===== src/rtl/ram_arb_pkg.sv =====
// Shared definitions for the two-requester RAM arbiter: state encoding,
// requester indices and default bus widths.
package ram_arb_pkg;

  typedef enum logic {
    ST_CLEAR = 1'b0,
    ST_RUN   = 1'b1
  } state_t;

  localparam int REQ_A = 0;
  localparam int REQ_B = 1;

  localparam int DEF_DATA_WIDTH = 32;
  localparam int DEF_ADDR_WIDTH = 7;

endpackage


===== src/rtl/ram_arb2_ctrl_if.sv =====
// Requester-side access bus: request/command toward the controller,
// grant and read return back to the client.
interface ram_arb2_ctrl_if
  import ram_arb_pkg::*;
#(
  parameter int DATA_WIDTH = DEF_DATA_WIDTH,
  parameter int ADDR_WIDTH = DEF_ADDR_WIDTH
);
  logic                  req;
  logic                  we;
  logic [ADDR_WIDTH-1:0] addr;
  logic [DATA_WIDTH-1:0] wdata;
  logic                  gnt;
  logic                  rvalid;
  logic [DATA_WIDTH-1:0] rdata;

  modport master (output req, we, addr, wdata, input gnt, rvalid, rdata);
  modport slave  (input req, we, addr, wdata, output gnt, rvalid, rdata);
endinterface


===== src/rtl/ram_arb2_ctrl_rr_arb2.sv =====
// Two-way round-robin arbiter: a lone request wins outright, a tie goes to
// the requester that was not granted last.
module rr_arb2 (
  input  logic [1:0] req,
  input  logic       last_gnt,
  output logic [1:0] gnt
);

  genvar gi;
  generate
    for (gi = 0; gi < 2; gi++) begin : g_gnt
      assign gnt[gi] = req[gi] & (~req[1-gi] | (last_gnt != 1'(gi)));
    end
  endgenerate

endmodule


===== src/rtl/ram_arb2_ctrl.sv =====
// Shares one single-port registered-read RAM between requesters A and B;
// optionally zero-fills the RAM after reset before arbitration starts.
module ram_arb2_ctrl
  import ram_arb_pkg::*;
#(
  parameter int DATA_WIDTH     = DEF_DATA_WIDTH,
  parameter int ADDR_WIDTH     = DEF_ADDR_WIDTH,
  parameter bit CLEAR_ON_RESET = 1'b1
) (
  input  logic                  clk,
  input  logic                  rst_n,
  ram_arb2_ctrl_if.slave        a,
  ram_arb2_ctrl_if.slave        b,
  output logic                  ram_we,
  output logic [ADDR_WIDTH-1:0] ram_addr,
  output logic [DATA_WIDTH-1:0] ram_d,
  input  logic [DATA_WIDTH-1:0] ram_q,
  output logic                  init_done
);

  localparam state_t                ST_RESET = CLEAR_ON_RESET ? ST_CLEAR : ST_RUN;
  localparam logic [ADDR_WIDTH-1:0] CLR_LAST = '1;

  state_t                state_reg;
  logic [ADDR_WIDTH-1:0] clr_cnt_reg;
  logic [ADDR_WIDTH-1:0] hold_addr_reg;
  logic [DATA_WIDTH-1:0] hold_d_reg;
  logic                  last_gnt_reg;
  logic [1:0]            rd_owner_reg;
  logic                  init_done_reg;

  logic [1:0] req_vec;
  logic [1:0] we_vec;
  logic [1:0] arb_gnt;
  logic [1:0] gnt;
  logic [1:0] rd_next;

  assign req_vec = {b.req, a.req};
  assign we_vec  = {b.we, a.we};

  rr_arb2 u_arb (
    .req      (req_vec),
    .last_gnt (last_gnt_reg),
    .gnt      (arb_gnt)
  );

  // Requests are held off entirely while the RAM is being cleared.
  assign gnt     = (state_reg == ST_RUN) ? arb_gnt : 2'b00;
  assign rd_next = gnt & ~we_vec;

  always_comb begin
    ram_we   = 1'b0;
    ram_addr = hold_addr_reg;
    ram_d    = hold_d_reg;
    if (state_reg == ST_CLEAR) begin
      ram_we   = 1'b1;
      ram_addr = clr_cnt_reg;
      ram_d    = '0;
    end else if (gnt[REQ_A]) begin
      ram_we   = a.we;
      ram_addr = a.addr;
      ram_d    = a.wdata;
    end else if (gnt[REQ_B]) begin
      ram_we   = b.we;
      ram_addr = b.addr;
      ram_d    = b.wdata;
    end
  end

  always_ff @(posedge clk) begin
    if (!rst_n) begin
      state_reg     <= ST_RESET;
      clr_cnt_reg   <= '0;
      hold_addr_reg <= '0;
      hold_d_reg    <= '0;
      last_gnt_reg  <= 1'(REQ_B);
      rd_owner_reg  <= 2'b00;
      init_done_reg <= ~CLEAR_ON_RESET;
    end else begin
      rd_owner_reg <= rd_next;
      if (state_reg == ST_CLEAR) begin
        clr_cnt_reg <= clr_cnt_reg + 1'b1;
        if (clr_cnt_reg == CLR_LAST) begin
          state_reg     <= ST_RUN;
          init_done_reg <= 1'b1;
        end
      end else if (|gnt) begin
        last_gnt_reg  <= gnt[REQ_B];
        hold_addr_reg <= ram_addr;
        hold_d_reg    <= ram_d;
      end
    end
  end

  // Read data is steered only to the requester that owns the returning read.
  assign a.gnt     = gnt[REQ_A];
  assign b.gnt     = gnt[REQ_B];
  assign a.rvalid  = rd_owner_reg[REQ_A];
  assign b.rvalid  = rd_owner_reg[REQ_B];
  assign a.rdata   = rd_owner_reg[REQ_A] ? ram_q : '0;
  assign b.rdata   = rd_owner_reg[REQ_B] ? ram_q : '0;
  assign init_done = init_done_reg;

endmodule


===== src/flat_wrapper.sv =====
// flat-port wrapper written by rule: the top's interface ports become plain ports
module ram_arb2_ctrl_flat import ram_arb_pkg::*;
#(
  parameter int DATA_WIDTH     = DEF_DATA_WIDTH,
  parameter int ADDR_WIDTH     = DEF_ADDR_WIDTH,
  parameter bit CLEAR_ON_RESET = 1'b1
)
  (clk, rst_n, ram_we, ram_addr, ram_d, ram_q, init_done, a_req, a_we, a_addr, a_wdata, a_gnt, a_rvalid, a_rdata, b_req, b_we, b_addr, b_wdata, b_gnt, b_rvalid, b_rdata);
  ram_arb2_ctrl_if #(.DATA_WIDTH(DATA_WIDTH), .ADDR_WIDTH(ADDR_WIDTH)) a_i ();
  ram_arb2_ctrl_if #(.DATA_WIDTH(DATA_WIDTH), .ADDR_WIDTH(ADDR_WIDTH)) b_i ();
  input  logic clk;
  input  logic rst_n;
  output logic ram_we;
  output logic [ADDR_WIDTH-1:0] ram_addr;
  output logic [DATA_WIDTH-1:0] ram_d;
  input  logic [DATA_WIDTH-1:0] ram_q;
  output logic init_done;
  input wire logic [$bits(a_i.req)-1:0] a_req;
  input wire logic [$bits(a_i.we)-1:0] a_we;
  input wire logic [$bits(a_i.addr)-1:0] a_addr;
  input wire logic [$bits(a_i.wdata)-1:0] a_wdata;
  output wire logic [$bits(a_i.gnt)-1:0] a_gnt;
  output wire logic [$bits(a_i.rvalid)-1:0] a_rvalid;
  output wire logic [$bits(a_i.rdata)-1:0] a_rdata;
  input wire logic [$bits(b_i.req)-1:0] b_req;
  input wire logic [$bits(b_i.we)-1:0] b_we;
  input wire logic [$bits(b_i.addr)-1:0] b_addr;
  input wire logic [$bits(b_i.wdata)-1:0] b_wdata;
  output wire logic [$bits(b_i.gnt)-1:0] b_gnt;
  output wire logic [$bits(b_i.rvalid)-1:0] b_rvalid;
  output wire logic [$bits(b_i.rdata)-1:0] b_rdata;
  assign a_i.req = a_req;
  assign a_i.we = a_we;
  assign a_i.addr = a_addr;
  assign a_i.wdata = a_wdata;
  assign a_gnt = a_i.gnt;
  assign a_rvalid = a_i.rvalid;
  assign a_rdata = a_i.rdata;
  assign b_i.req = b_req;
  assign b_i.we = b_we;
  assign b_i.addr = b_addr;
  assign b_i.wdata = b_wdata;
  assign b_gnt = b_i.gnt;
  assign b_rvalid = b_i.rvalid;
  assign b_rdata = b_i.rdata;
  ram_arb2_ctrl #(.DATA_WIDTH(DATA_WIDTH), .ADDR_WIDTH(ADDR_WIDTH), .CLEAR_ON_RESET(CLEAR_ON_RESET)) u_core (.clk(clk), .rst_n(rst_n), .a(a_i), .b(b_i), .ram_we(ram_we), .ram_addr(ram_addr), .ram_d(ram_d), .ram_q(ram_q), .init_done(init_done));
endmodule

===== config.mk =====
export PLATFORM = sky130hd
export DESIGN_NAME = ram_arb2_ctrl_flat
export DESIGN_NICKNAME = d
export VERILOG_FILES = /design/src/rtl/ram_arb_pkg.sv /design/src/rtl/ram_arb2_ctrl_if.sv /design/src/rtl/ram_arb2_ctrl_rr_arb2.sv /design/src/rtl/ram_arb2_ctrl.sv /design/src/flat_wrapper.sv
export SDC_FILE = /design/constraint.sdc
export NUM_CORES = 1
export LEC_CHECK = 0
export CAP_MARGIN = 20
export CORE_MARGIN = 8
export CORE_UTILIZATION = 37
export CTS_CLUSTER_DIAMETER = 100
export DETAILED_ROUTE_END_ITERATION = 10
export GPL_ROUTABILITY_DRIVEN = 0
export PLACE_DENSITY = 0.95
export SLEW_MARGIN = 20
export SYNTH_ARGS = -nofsm -noshare
export SYNTH_HDL_FRONTEND = slang
export SYNTH_SLANG_ARGS = --single-unit

===== constraint.sdc =====
create_clock -name clk -period 2.7 [get_ports clk]
set_input_delay 0.405 -clock clk [delete_from_list [all_inputs] [get_ports clk]]
set_output_delay 0.405 -clock clk [all_outputs]
set_load 0.03 [all_outputs]

==> run summary <==
• **run status** finished, final reports clean
• **# Post-CTS Setup Buffers** 0
• **CTS HTree Levels** 2
• **reported leakage power** 1.906 nW
• **Final period util** 91.26%
• **warning count from the yosys run** 0
• **Inserted Clock Buffers** 5
• **layout cell share with drive strength beyond 1** 12.52%
• **post-synthesis sequential element count** 51
• **top_reg_cell synth** sky130_fd_sc_hd__dfxtp_1
• **pins over their slew limit** 0
• **synth-to-layout area growth** 76.50%
• **Cell Area, Synth** 0.002992 mm^2
• **drt drc** 0
• **post-placement cell area** 0.005187 mm^2
• **hold violation count in the final report** 0
• **Fin Setup TNS** 0 ns
• **post-synthesis cell count** 375
• **via count normalized by instance count** 5.510
• **maximum clock frequency** 405.9 MHz
• **area of the die** 0.01122 mm^2
• **mean post-synth cell area** 7.978 um^2
• **Worst Max-Slew Pin Slew** 0.5627 ns
• **largest net degree at the start of global routing** 34
• **total clock sinks** 51
• **Root Buffer Master** sky130_fd_sc_hd__clkbuf_8
• **number of vias after detailed routing** 3802
• **Crit. End Element** primary output
• **number of violations reported at the end of detailed-routing iteration 0** 239
• **Post-synth EDFFs** 0
• **global-route wire length before repair** 20580 um
• **port buffer count** 224
• **required time of the critical path** 2.30 ns
• **sequential fraction of the synthesis area** 34.13%
• **clock slew at the register clock pins of the worst setup and hold paths** 0.10 ns
• **Post-layout nets** 699
• **cell type with the highest aggregate area in the netlist** sky130_fd_sc_hd__dfxtp_1
• **Cell variety after synth** 43
• **top cell type's share of synthesized area** 34.13%
• **number of nets still failing antenna checks after routing** 0
• **Resized Gates After CTS** 0
• **category of the critical setup timing path** in -> out
• **largest cells by area after synthesis** sky130_fd_sc_hd__dfxtp_1 (34%), sky130_fd_sc_hd__and2_1 (14%), sky130_fd_sc_hd__a32oi_1 (10%)
• **global-route total usage across every layer** 22.28%
• **largest fanout on the critical path** 32
• **startpoint type of the worst setup path** primary input
• **net count of the mapped netlist** 492
• **Detail Placement HPWL** 10710 um
• **Slew HR** 62.43%
• **post-route setup slack** 0.2361 ns
• **effective utilization at floorplan** 37.35%
• **hold crit path type** reg -> reg
• **placeable core region** 0.008010 mm^2
• **insertion delay to the later sink of the worst-skew pair** 0.30 ns
• **count of endpoints failing setup in the final report** 0
• **Routed met3 length** 1031 um
• **initial antenna violation count** 2
• **y dimension of the die** 105.9 um
• **Worst Setup Slack post-DPL** 0.2483 ns
• **Peak supply drop** 0.1900 mV
• **number of flip-flops in the largest register** 32
• **Met1 Routed Length** 4935 um
• **final critical-path required period** 2.464 ns
• **routed wire length on met2** 7190 um
• **number of global-route vias before repair** 3871
• **Die X-Extent** 105.9 um
• **wire length per cell** 19.41 um
• **power density cells** 283.2 mW/mm^2
• **cell row count** 33
• **Tot Pwr** 0.001495 W
• **CP Data Arrival Time** 2.06 ns
• **Hold-fix buffers, CTS** 0
• **number of buffers on the longest clock path** 2
• **Post-Route WL** 13390 um
• **Fin Clk Skew** 0.01165 ns
• **Overflow after GRT** 0
• **Async S/R FF share, synth** 0%
• **detailed-router iteration count before antenna repair** 6
• **Ports** 225
• **total non-filler cell area in the finished layout** 0.005280 mm^2
• **highest metal layer with signal wires** met4
• **RSZ-0062 raised after global routing** false
• **reg2reg path depth** 3
• **TritonCTS clock tree** done
• **max cap viols** 0
• **hold-critical path depth** 2
[layout by cell type (no fill, tap or decap), types with 2 or more instances in the layout]
cell type / n
sky130_fd_sc_hd__a21oi_1: 48
sky130_fd_sc_hd__a32oi_1: 34
sky130_fd_sc_hd__and2_1: 65
sky130_fd_sc_hd__buf_4: 56
sky130_fd_sc_hd__clkbuf_8: 5
sky130_fd_sc_hd__clkdlybuf4s50_1: 182
sky130_fd_sc_hd__clkinv_2: 2
sky130_fd_sc_hd__dfxtp_1: 51
sky130_fd_sc_hd__diode_2: 2
sky130_fd_sc_hd__inv_1: 4
sky130_fd_sc_hd__nand2_1: 27
sky130_fd_sc_hd__nand2b_1: 5
sky130_fd_sc_hd__nand3_1: 18
sky130_fd_sc_hd__nand4b_1: 2
sky130_fd_sc_hd__nor2_1: 8
sky130_fd_sc_hd__nor2b_1: 2
sky130_fd_sc_hd__nor4_1: 2
sky130_fd_sc_hd__o21ai_0: 9
sky130_fd_sc_hd__o21ai_1: 6
sky130_fd_sc_hd__o22ai_1: 24
sky130_fd_sc_hd__o2bb2ai_1: 4
sky130_fd_sc_hd__o32ai_1: 2
sky130_fd_sc_hd__o32ai_2: 4
sky130_fd_sc_hd__xnor2_1: 2
sky130_fd_sc_hd__xor2_1: 2
[power by group]
group	leakage, nW	switching [W]	internal, W
clock	0.0483	0.000260	0.000183
sequential	0.411	0.00000591	0.000756
combinational	1.45	0.000103	0.000187
total	1.91	0.000370	0.00113
[critical path, cell delays in order]
cell and delay [ns]:
sky130_fd_sc_hd__clkdlybuf4s50_1 0.49, sky130_fd_sc_hd__buf_4 0.22, sky130_fd_sc_hd__a21boi_4 0.22, sky130_fd_sc_hd__buf_12 0.21, sky130_fd_sc_hd__nand3_1 0.12, sky130_fd_sc_hd__a21oi_1 0.19
sky130_fd_sc_hd__buf_4 0.18
[worst paths after layout]
path | from | to | slack (ns)
worst min-delay path | u_core.hold_addr_reg[1]$_SDFFE_PN0P_ | u_core.hold_addr_reg[1]$_SDFFE_PN0P_ | 0.47
worst max-delay path | a_req | ram_d[2] | 0.24
worst min register to register | u_core.hold_addr_reg[1]$_SDFFE_PN0P_ | u_core.hold_addr_reg[1]$_SDFFE_PN0P_ | 0.47
worst max register to register | u_core.state_reg$_SDFF_PN0_ | u_core.hold_addr_reg[0]$_SDFFE_PN0P_ | 0.98
[area by class of cell]
| cell class | instances | area [um^2] |
|---|---|---|
| antenna | 2 | 5.005 |
| clock inverter | 3 | 18.77 |
| tap | 105 | 131.4 |
| fill | 650 | 2730 |
| inverter | 6 | 22.52 |
| timing repair buffer | 239 | 2262 |
| clock buffer | 5 | 68.82 |
| multi-input combinational | 279 | 1750 |
| sequential | 51 | 1021 |
[cell families (layout without fill, tap and decap cells)]
family | count (synthesis) | in the layout | share of synthesized area [%]
AO/OA/AOI/OAI | 138 | 138 | 31.79
XOR/XNOR | 4 | 4 | 1.171
other | 0 | 2 | 0
flip-flops | 51 | 51 | 34.13
buffers and inverters | 45 | 253 | 7.360
AND/OR/NAND/NOR | 135 | 135 | 24.80
adder cells (fa/ha/maj) | 1 | 1 | 0.4182
multiplexers | 1 | 1 | 0.3346
[per-stage QoR]
stage / util (%) / cells / hold WS (ns)
after floorplan: - / 375 / 0.4380
after CTS: 65.85 / 688 / 0.4673
after global placement: 64.76 / 680 / 0.4464
final: 65.92 / 690 / 0.4731
after global routing: 65.92 / 690 / 0.4948
after detailed placement: 64.76 / 680 / 0.4531
[per-layer routing]
layer	up-vias	track usage, %
li1	1806	-
met1	1774	22.89
met2	200	43.03
met3	22	6.050
met4	0	5.930
met5	-	0
[synthesized netlist by cell type (all sizes together), types with 6 or more instances]
cell    count
and2       65
o22ai      24
buf        23
a32oi      34
clkbuf     16
dfxtp      51
o21ai      16
nor2        8
nand3      18
o32ai       6
nand2      27
a21oi      48
(Power assumes the default switching activity.)
